## config.mk

```make
export PLATFORM = sky130hd
export DESIGN_NAME = hamming_mem_engine
export DESIGN_NICKNAME = d
export VERILOG_FILES = /design/src/rtl/hamming_mem_engine.sv
export SDC_FILE = /design/constraint.sdc
export NUM_CORES = 1
export LEC_CHECK = 0
export CELL_PAD_IN_SITES_DETAIL_PLACEMENT = 1
export CELL_PAD_IN_SITES_GLOBAL_PLACEMENT = 1
export CORE_MARGIN = 4
export CORE_UTILIZATION = 40
export CTS_CLUSTER_DIAMETER = 200
export DETAILED_ROUTE_END_ITERATION = 10
export GPL_ROUTABILITY_DRIVEN = 0
export PLACE_DENSITY_LB_ADDON = 0.1
export SYNTH_ARGS = -nofsm -noshare
export SYNTH_HDL_FRONTEND = slang
export SYNTH_SLANG_ARGS = --single-unit
export TNS_END_PERCENT = 30
```

## constraint.sdc

```tcl
create_clock -name clk -period 3.73 [get_ports clk]
set_clock_uncertainty 0.05 [all_clocks]
set_input_delay 0.373 -clock clk [delete_from_list [all_inputs] [get_ports clk]]
set_output_delay 0.373 -clock clk [all_outputs]
set_load 0.1 [all_outputs]
```

## src/rtl/hamming_mem_engine.sv

```systemverilog
// SECDED (16,11) Hamming engine: streams two-byte records from IN_BASE to OUT_BASE,
// encoding 11-bit messages or decoding/correcting 16-bit codewords.
module hamming_mem_engine #(
    parameter int  MSG_COUNT = 15,
    parameter int  IN_BASE   = 0,
    parameter int  OUT_BASE  = 30,
    parameter int  ADDR_W    = 8,
    localparam int CNT_W     = $clog2(MSG_COUNT + 1)
) (
    input  logic              clk,
    input  logic              reset,
    input  logic              req,
    input  logic              mode,
    output logic              done,
    output logic              busy,
    output logic [ADDR_W-1:0] mem_addr,
    output logic              mem_wr_en,
    output logic [7:0]        mem_wdata,
    input  logic [7:0]        mem_rdata,
    output logic [CNT_W-1:0]  corr_count,
    output logic [CNT_W-1:0]  ded_count
);
    localparam int               IDX_W    = (MSG_COUNT > 1) ? $clog2(MSG_COUNT) : 1;
    localparam logic [IDX_W-1:0] LAST_IDX = IDX_W'(MSG_COUNT - 1);

    typedef enum logic [2:0] {
        S_IDLE, S_RD_HI, S_RD_LO, S_WR_HI, S_WR_LO, S_DONE
    } state_t;

    state_t            r_state, w_next;
    logic [IDX_W-1:0]  r_idx;
    logic              r_mode;
    logic [7:0]        r_hi;
    logic [15:0]       r_res;
    logic [CNT_W-1:0]  r_corr, r_ded;

    logic [ADDR_W-1:0] w_in_addr, w_out_addr;
    logic [10:0]       w_msg;
    logic [15:1]       w_cw;
    logic [15:0]       w_enc, w_code, w_fix, w_dec;
    logic [3:0]        w_syn;
    logic              w_par;
    logic [1:0]        w_flags;

    assign w_in_addr  = ADDR_W'(IN_BASE)  + ADDR_W'({r_idx, 1'b0});
    assign w_out_addr = ADDR_W'(OUT_BASE) + ADDR_W'({r_idx, 1'b0});

    // Result is formed in RD_LO from the latched high byte and the live low byte.
    assign w_msg  = {r_hi[2:0], mem_rdata};
    assign w_code = {r_hi, mem_rdata};

    always_comb begin
        w_cw     = '0;
        w_cw[3]  = w_msg[0];
        w_cw[5]  = w_msg[1];
        w_cw[6]  = w_msg[2];
        w_cw[7]  = w_msg[3];
        w_cw[9]  = w_msg[4];
        w_cw[10] = w_msg[5];
        w_cw[11] = w_msg[6];
        w_cw[12] = w_msg[7];
        w_cw[13] = w_msg[8];
        w_cw[14] = w_msg[9];
        w_cw[15] = w_msg[10];
        w_cw[1]  = ^{w_msg[0], w_msg[1], w_msg[3], w_msg[4], w_msg[6], w_msg[8], w_msg[10]};
        w_cw[2]  = ^{w_msg[0], w_msg[2], w_msg[3], w_msg[5], w_msg[6], w_msg[9], w_msg[10]};
        w_cw[4]  = ^{w_msg[1], w_msg[2], w_msg[3], w_msg[7], w_msg[8], w_msg[9], w_msg[10]};
        w_cw[8]  = ^w_msg[10:4];
    end

    assign w_enc = {w_cw, ^w_cw};

    // Syndrome 0 with odd parity means only the overall parity bit c[0] flipped.
    always_comb begin
        w_syn = '0;
        for (int k = 1; k < 16; k++)
            if (w_code[k]) w_syn = w_syn ^ 4'(k);
        w_par   = ^w_code;
        w_fix   = w_code;
        w_flags = 2'b00;
        if (w_par) begin
            w_fix[w_syn] = ~w_code[w_syn];
            w_flags      = 2'b01;
        end else if (w_syn != 4'd0) begin
            w_flags = 2'b10;
        end
    end

    assign w_dec = {w_flags, 3'b000, w_fix[15:13], w_fix[12:9], w_fix[7:5], w_fix[3]};

    always_ff @(posedge clk or posedge reset) begin
        if (reset) begin
            r_state <= S_IDLE;
            r_idx   <= '0;
            r_mode  <= 1'b0;
            r_hi    <= '0;
            r_res   <= '0;
            r_corr  <= '0;
            r_ded   <= '0;
        end else begin
            r_state <= w_next;
            case (r_state)
                S_IDLE, S_DONE: begin
                    if (req) begin
                        r_idx  <= '0;
                        r_corr <= '0;
                        r_ded  <= '0;
                        r_mode <= mode;
                    end
                end
                S_RD_HI: r_hi <= mem_rdata;
                S_RD_LO: begin
                    r_res <= r_mode ? w_dec : w_enc;
                    if (r_mode && w_flags == 2'b01) r_corr <= r_corr + CNT_W'(1);
                    if (r_mode && w_flags == 2'b10) r_ded  <= r_ded + CNT_W'(1);
                end
                S_WR_LO: if (r_idx != LAST_IDX) r_idx <= r_idx + IDX_W'(1);
                default: ;
            endcase
        end
    end

    always_comb begin
        w_next    = r_state;
        mem_addr  = '0;
        mem_wr_en = 1'b0;
        mem_wdata = '0;
        case (r_state)
            S_IDLE, S_DONE: if (req) w_next = S_RD_HI;
            S_RD_HI: begin
                mem_addr = w_in_addr;
                w_next   = S_RD_LO;
            end
            S_RD_LO: begin
                mem_addr = w_in_addr + ADDR_W'(1);
                w_next   = S_WR_HI;
            end
            S_WR_HI: begin
                mem_addr  = w_out_addr;
                mem_wr_en = 1'b1;
                mem_wdata = r_res[15:8];
                w_next    = S_WR_LO;
            end
            S_WR_LO: begin
                mem_addr  = w_out_addr + ADDR_W'(1);
                mem_wr_en = 1'b1;
                mem_wdata = r_res[7:0];
                w_next    = (r_idx == LAST_IDX) ? S_DONE : S_RD_HI;
            end
            default: w_next = S_IDLE;
        endcase
    end

    assign busy       = (r_state == S_RD_HI) || (r_state == S_RD_LO) ||
                        (r_state == S_WR_HI) || (r_state == S_WR_LO);
    assign done       = (r_state == S_DONE);
    assign corr_count = r_corr;
    assign ded_count  = r_ded;

endmodule

```

After elaboration in Yosys (flattened, before gate mapping)

Index checks and enable logic that the tools add are counted.

$add $sub $neg: 6
Magnitude comparators: 2
Equal/unequal tests: 13
Muxes and demuxes: 37
Bitwise gates (word level): 15
Reduce and logical (&&, ||, !) cells: 22

Operator list:

| cell                | count |
|---|---|
| $mux 4              | 12 |
| $mux 16             | 2 |
| $pmux 7 s4          | 1 |
| $reduce_xor 7->1    | 4 |
| $pmux 4 s2          | 3 |
| $mux 3              | 6 |
| $bwmux 16           | 1 |
| $pmux 8 s2          | 1 |
| $reduce_xor 16->1   | 1 |
| $pmux 3 s5          | 1 |
| $reduce_xor 15->1   | 1 |
| $add 4x1->4 const B | 3 |
| $not 2->2           | 6 |
| $not 3->3           | 4 |
| $reduce_and 3->1    | 3 |
| $mux 2              | 4 |
| $ne 2x2->1 const B  | 4 |
| $add 6x1->7 const B | 1 |
| $add 5x1->6 const B | 1 |
| $add 5x5->6 const A | 1 |
| $eq 3x2->1 const B  | 2 |
| $eq 3x3->1 const B  | 2 |
| $lt 4x5->1 const B  | 1 |
| $bmux 1 s4          | 1 |
| other kinds (18)    | 29 |

Register bits: 40
Input port bits: 12
Output and inout port bits: 27
Word-level logic and storage cells: 102

Longest topological paths before layout

Word-level depth: 33
Depth in mapped cells: 10
Gate-level depth less buffers: 7

Worst setup path after synthesis

No wires, ideal clock.

Path type: register to output
Start point: reg r_state[2]
End point: out mem_addr[3]
Data arrival time: 3985 ps
Required time: 3307 ps
Slack: -678 ps
Cell stages (with the launch flop): 7
Cells stage by stage: dfrtp_1 -> nand2b_1 -> nor2_1 -> nor2_1 -> inv_1 -> nand2_1 -> o21ai_0

Longest elaborated chain between the ends: 2
Elaborated cells between the ends (all ways): 5
Classes of those cells: eq/ne: 4; mux: 1

RTL lines:

| what                                     | RTL line | text |
|---|---|---|
| from (decl)                              | 30       | `state_t r_state, w_next;` |
| from (signal assigned)                   | 101      | `r_state <= w_next;` |
| $eq 3x3->1, or another cell as far along | 128      | `case (r_state)` |
| $pmux 7 s4 *                             | 128      |  |
| to (decl)                                | 16       | `output logic [ADDR_W-1:0] mem_addr,` |

Mark *: on every way between the ends. The rest lies on a longest branch, timed or not.

Worst setup path in the final report

Start point: in mem_rdata[7]
End point: reg r_res[0]

Longest elaborated chain between the ends: 20
Elaborated cells between the ends (all ways): 31
Classes of those cells: order compare: 2; mux: 16; bitwise: 8; reduce/logical: 5

RTL lines:

| what                                                                  | RTL line | text |
|---|---|---|
| from (decl)                                                           | 19       | `input logic [7:0] mem_rdata,` |
| $mux 3                                                                | 77       | `if (w_code[k]) w_syn = w_syn ^ 4'(k);` |
| $mux 4                                                                | 77       |  |
| $not 2->2 (no line) / $mux 4 (equally long branches)                  | n/a      |  |
| $mux 4 / $not 2->2 (equally long branches)                            | n/a      |  |
| $mux 4                                                                | 77       |  |
| $not 3->3 (no line) / $not 2->2 (equally long branches)               | n/a      |  |
| $mux 4                                                                | 77       |  |
| $mux 4 / $not 3->3 (equally long branches)                            | n/a      |  |
| [... 4 more ...]                                                      | n/a      |  |
| $mux 4                                                                | 77       |  |
| $lt 4x5->1 (implied by the code) / $ge 4x1->1 (equally long branches) | 82       | `w_fix[w_syn] = ~w_code[w_syn];` |
| $logic_and 1x1->1 (implied by the code)                               | 82       |  |
| $mux 1 (implied by the code)                                          | 82       |  |
| $demux 1 s4                                                           | 82       |  |
| $bwmux 16                                                             | 82       |  |
| $mux 16                                                               | 81       | `if (w_par) begin` |
| $mux 16 *                                                             | 113      | `r_res <= r_mode ? w_dec : w_enc;` |
| to (signal assigned)                                                  | 113      |  |
| to (decl)                                                             | 34       | `logic [15:0] r_res;` |

Mark *: on every way between the ends. The rest lies on a longest branch, timed or not. The select of a mux whose other input is x is not followed.
A chain may end at the register's enable or synchronous reset.

==> impl_metrics.json <==
{
  "status": "finished clean",
  "fin_nets": 368,
  "dp_slack_ps": 338,
  "drc": 0,
  "min_from": "r_res[12]",
  "grt.overflow.total": 0,
  "viasPerCell": 5.49,
  "coreArea_um2": 6910,
  "drt-pass1-iter-count": 4,
  "placed_area_um2": 3370,
  "worstMarginPinSlew_ps": 974,
  "grt_usage_pct": 19.8,
  "drt.antenna.violating_nets": 0,
  "io_buffers": 36,
  "htreeDepth": 2,
  "max-cap-violations": 0,
  "drv_slew": 0,
  "synthCells": 316,
  "die_y_um": 93.2,
  "dp.cells": 440,
  "cts-root-buf": "clkbuf_8",
  "arrival_ps": 3220,
  "synthFlopType": "dfrtp_1",
  "synth_edf_count": 0,
  "ys.warnings.count": 0,
  "slew-limit-headroom_pct": 34.9,
  "grt_util_met1_pct": 26.7,
  "use_met3_pct": 3.86,
  "cts_resized": 0,
  "grt_pass1_vias": 2583,
  "rr_worst_depth": 8,
  "post_drt_wl_per_cell_um": 18.2,
  "rows": 30,
  "antenna_cells": 0,
  "fin_crit_sh_pct": 82.4,
  "final_util_pct": 50.0,
  "die_w_um": 93.2,
  "vias": 2454,
  "die_area_um2": 8680,
  "min_to": "r_res[12]",
  "slowest_delay_ps": 650,
  "syn_avg_cell_area_um2": 9.18,
  "r2r-end": "r_res[0]",
  "ys_seq_area_share_pct": 34.5,
  "clock_sinks": 40,
  "hpwlAfterDp_um": 6340,
  "multi_input_area_um2": 1760,
  "path_max_fanout": 11,
  "critPathKind": "in -> reg",
  "grt_max_degree": 26,
  "crit_slowest_cell": "clkdlybuf4s50_1",
  "reg2reg_setup_slack_ps": 750,
  "hold_viol": 0,
  "wirelength_um": 8140,
  "crit_chain": "clkdlybuf4s50_1, xnor2_1, xor2_1, nand2_1, o21ai_0, nor3b_1, nor3_1, buf_4, a311oi_1",
  "cts_tree": "built",
  "seqCellArea_um2": 1000,
  "final_cell_area_um2": 3450,
  "fillers": 826,
  "period_needed_ps": 3070,
  "met2_usage_pct": 32.6,
  "critPathRequiredTime_ps": 3880,
  "io_pins": 39,
  "rsz0062_at_grt": "false",
  "clkTransAtPathRegs_ps": 80,
  "grt_pass1_wl_um": 13500,
  "setup_ws_ps": 657,
  "clock_path_buffers": 2,
  "hold_depth": 2,
  "crit_path_end_kind": "register",
  "setup_viol": 0,
  "async_flop_share_pct": 100,
  "cts_buffers": 5,
  "post_cts_buffers": 0,
  "r2r_start": "r_hi[7]",
  "hold_class": "reg -> reg",
  "clock.fmax_ghz": 0.325,
  "syn2layout_area_growth_pct": 18.9,
  "stdcell_count": 447,
  "insertion_delay_ps": 290,
  "worstSetupStartpointType": "primary input",
  "drt-initial-drc-count": 137,
  "ctsHoldBuffers": 0,
  "synth.distinct_cells": 56,
  "antenna_found_initial": 0,
  "busiest_layer": "met2",
  "drive_gt1_share_pct": 16.5,
  "mappedNetlistArea_um2": 2900,
  "synth_seq_cells": 40,
  "start_util_pct": 42.0
}
-- per-layer routing --
layer	routed length, um	share of wire, %	vias up
met5	0	0	-
met4	94	1.2	0
met3	310	3.8	10
met2	3940	48	46
met1	3790	47	1209
li1	-	-	1189
-- through the flow --
step	TNS (ps)	hold WS, ps
finish	0	426
global route	0	471
CTS	0	430
detailed placement	0	412
global placement	0	400
floorplan	-686	390
-- flip-flops by register name, summed over array words and instances (netlist names) --
name	flops
corr_count	4
ded_count	4
r_hi	8
r_idx	4
r_mode	1
r_res	16
r_state	3
-- cell usage in the layout (no fill, tap or decap), types with 5 or more instances in the layout --
cell             instances
a21oi_1                 10
a22o_1                   9
a31oi_1                  7
buf_4                   22
clkbuf_8                 5
clkdlybuf4s50_1         21
dfrtp_1                 40
ha_1                     5
inv_1                    8
mux2_2                   8
nand2_1                 30
nand3_1                 13
nor2_1                  30
nor3_1                   8
o21ai_0                 19
o31ai_1                  7
xnor2_1                 23
xor2_1                  12
-- area by class of cell --
class                      count  area share [%]
clock buffer                   6            2.10
clock inverter                 1           0.145
inverter                       9           0.979
multi-input combinational    248            51.1
sequential                    40            29.0
tap                           96            3.48
timing repair buffer          47            13.2
-- critical path, delay by kind of cell --
kind | cells | cell delay [ps]
simple gates | 3 | 490
buf+inv | 2 | 860
compound gates | 2 | 760
xor+xnor | 2 | 750
-- kinds of logic (layout without fill, tap and decap cells) --
| kind of cell | after synthesis | after routing | share of synthesized area (%) |
|---|---|---|---|
| other cells | 1 | 2 | 0.129 |
| compound gates | 80 | 80 | 19.7 |
| fa+ha+maj | 8 | 8 | 3.19 |
| simple gates | 103 | 103 | 16.6 |
| buf+inv | 29 | 63 | 4.87 |
| mux | 10 | 10 | 3.97 |
| flops | 40 | 40 | 34.5 |
| xor+xnor | 45 | 45 | 17.1 |
-- cell usage after synthesis, types with 4 or more instances --
library cell,instances,area [um2]
xor2_1,12,105
o31ai_1,7,52.6
inv_1,8,30.0
ha_1,5,62.6
a21oi_1,10,50.1
or3_1,4,25.0
dfrtp_1,40,1000
a211oi_1,4,30.0
o21ai_0,20,100
nor2_1,30,113
a31oi_1,7,43.8
mux2_2,8,90.1
a22o_1,9,78.8
nand3_1,13,65.1
xnor2_1,23,201
buf_2,5,25.0
nor3_1,8,40.0
clkbuf_1,10,37.5
nand2b_1,4,25.0
nand2_1,30,113
-- how the worst max path moves through the flow --
stage | depth (start not counted) | startpoint | endpoint | slack (ps)
3_3_place_gp | 8 | mem_rdata[3] | ded_count[3] | 360
4_1_cts | 9 | mem_rdata[7] | r_res[0] | 640
6_report | 9 | mem_rdata[7] | r_res[0] | 660
2_1_floorplan | 6 | r_state[2] | mem_addr[4] | -670
5_1_grt | 9 | mem_rdata[7] | r_res[0] | 350
3_5_place_dp | 8 | mem_rdata[3] | ded_count[2] | 340
Power is not shown: default switching activity piles up to over one toggle a cycle in this logic, so the estimate is an artifact.
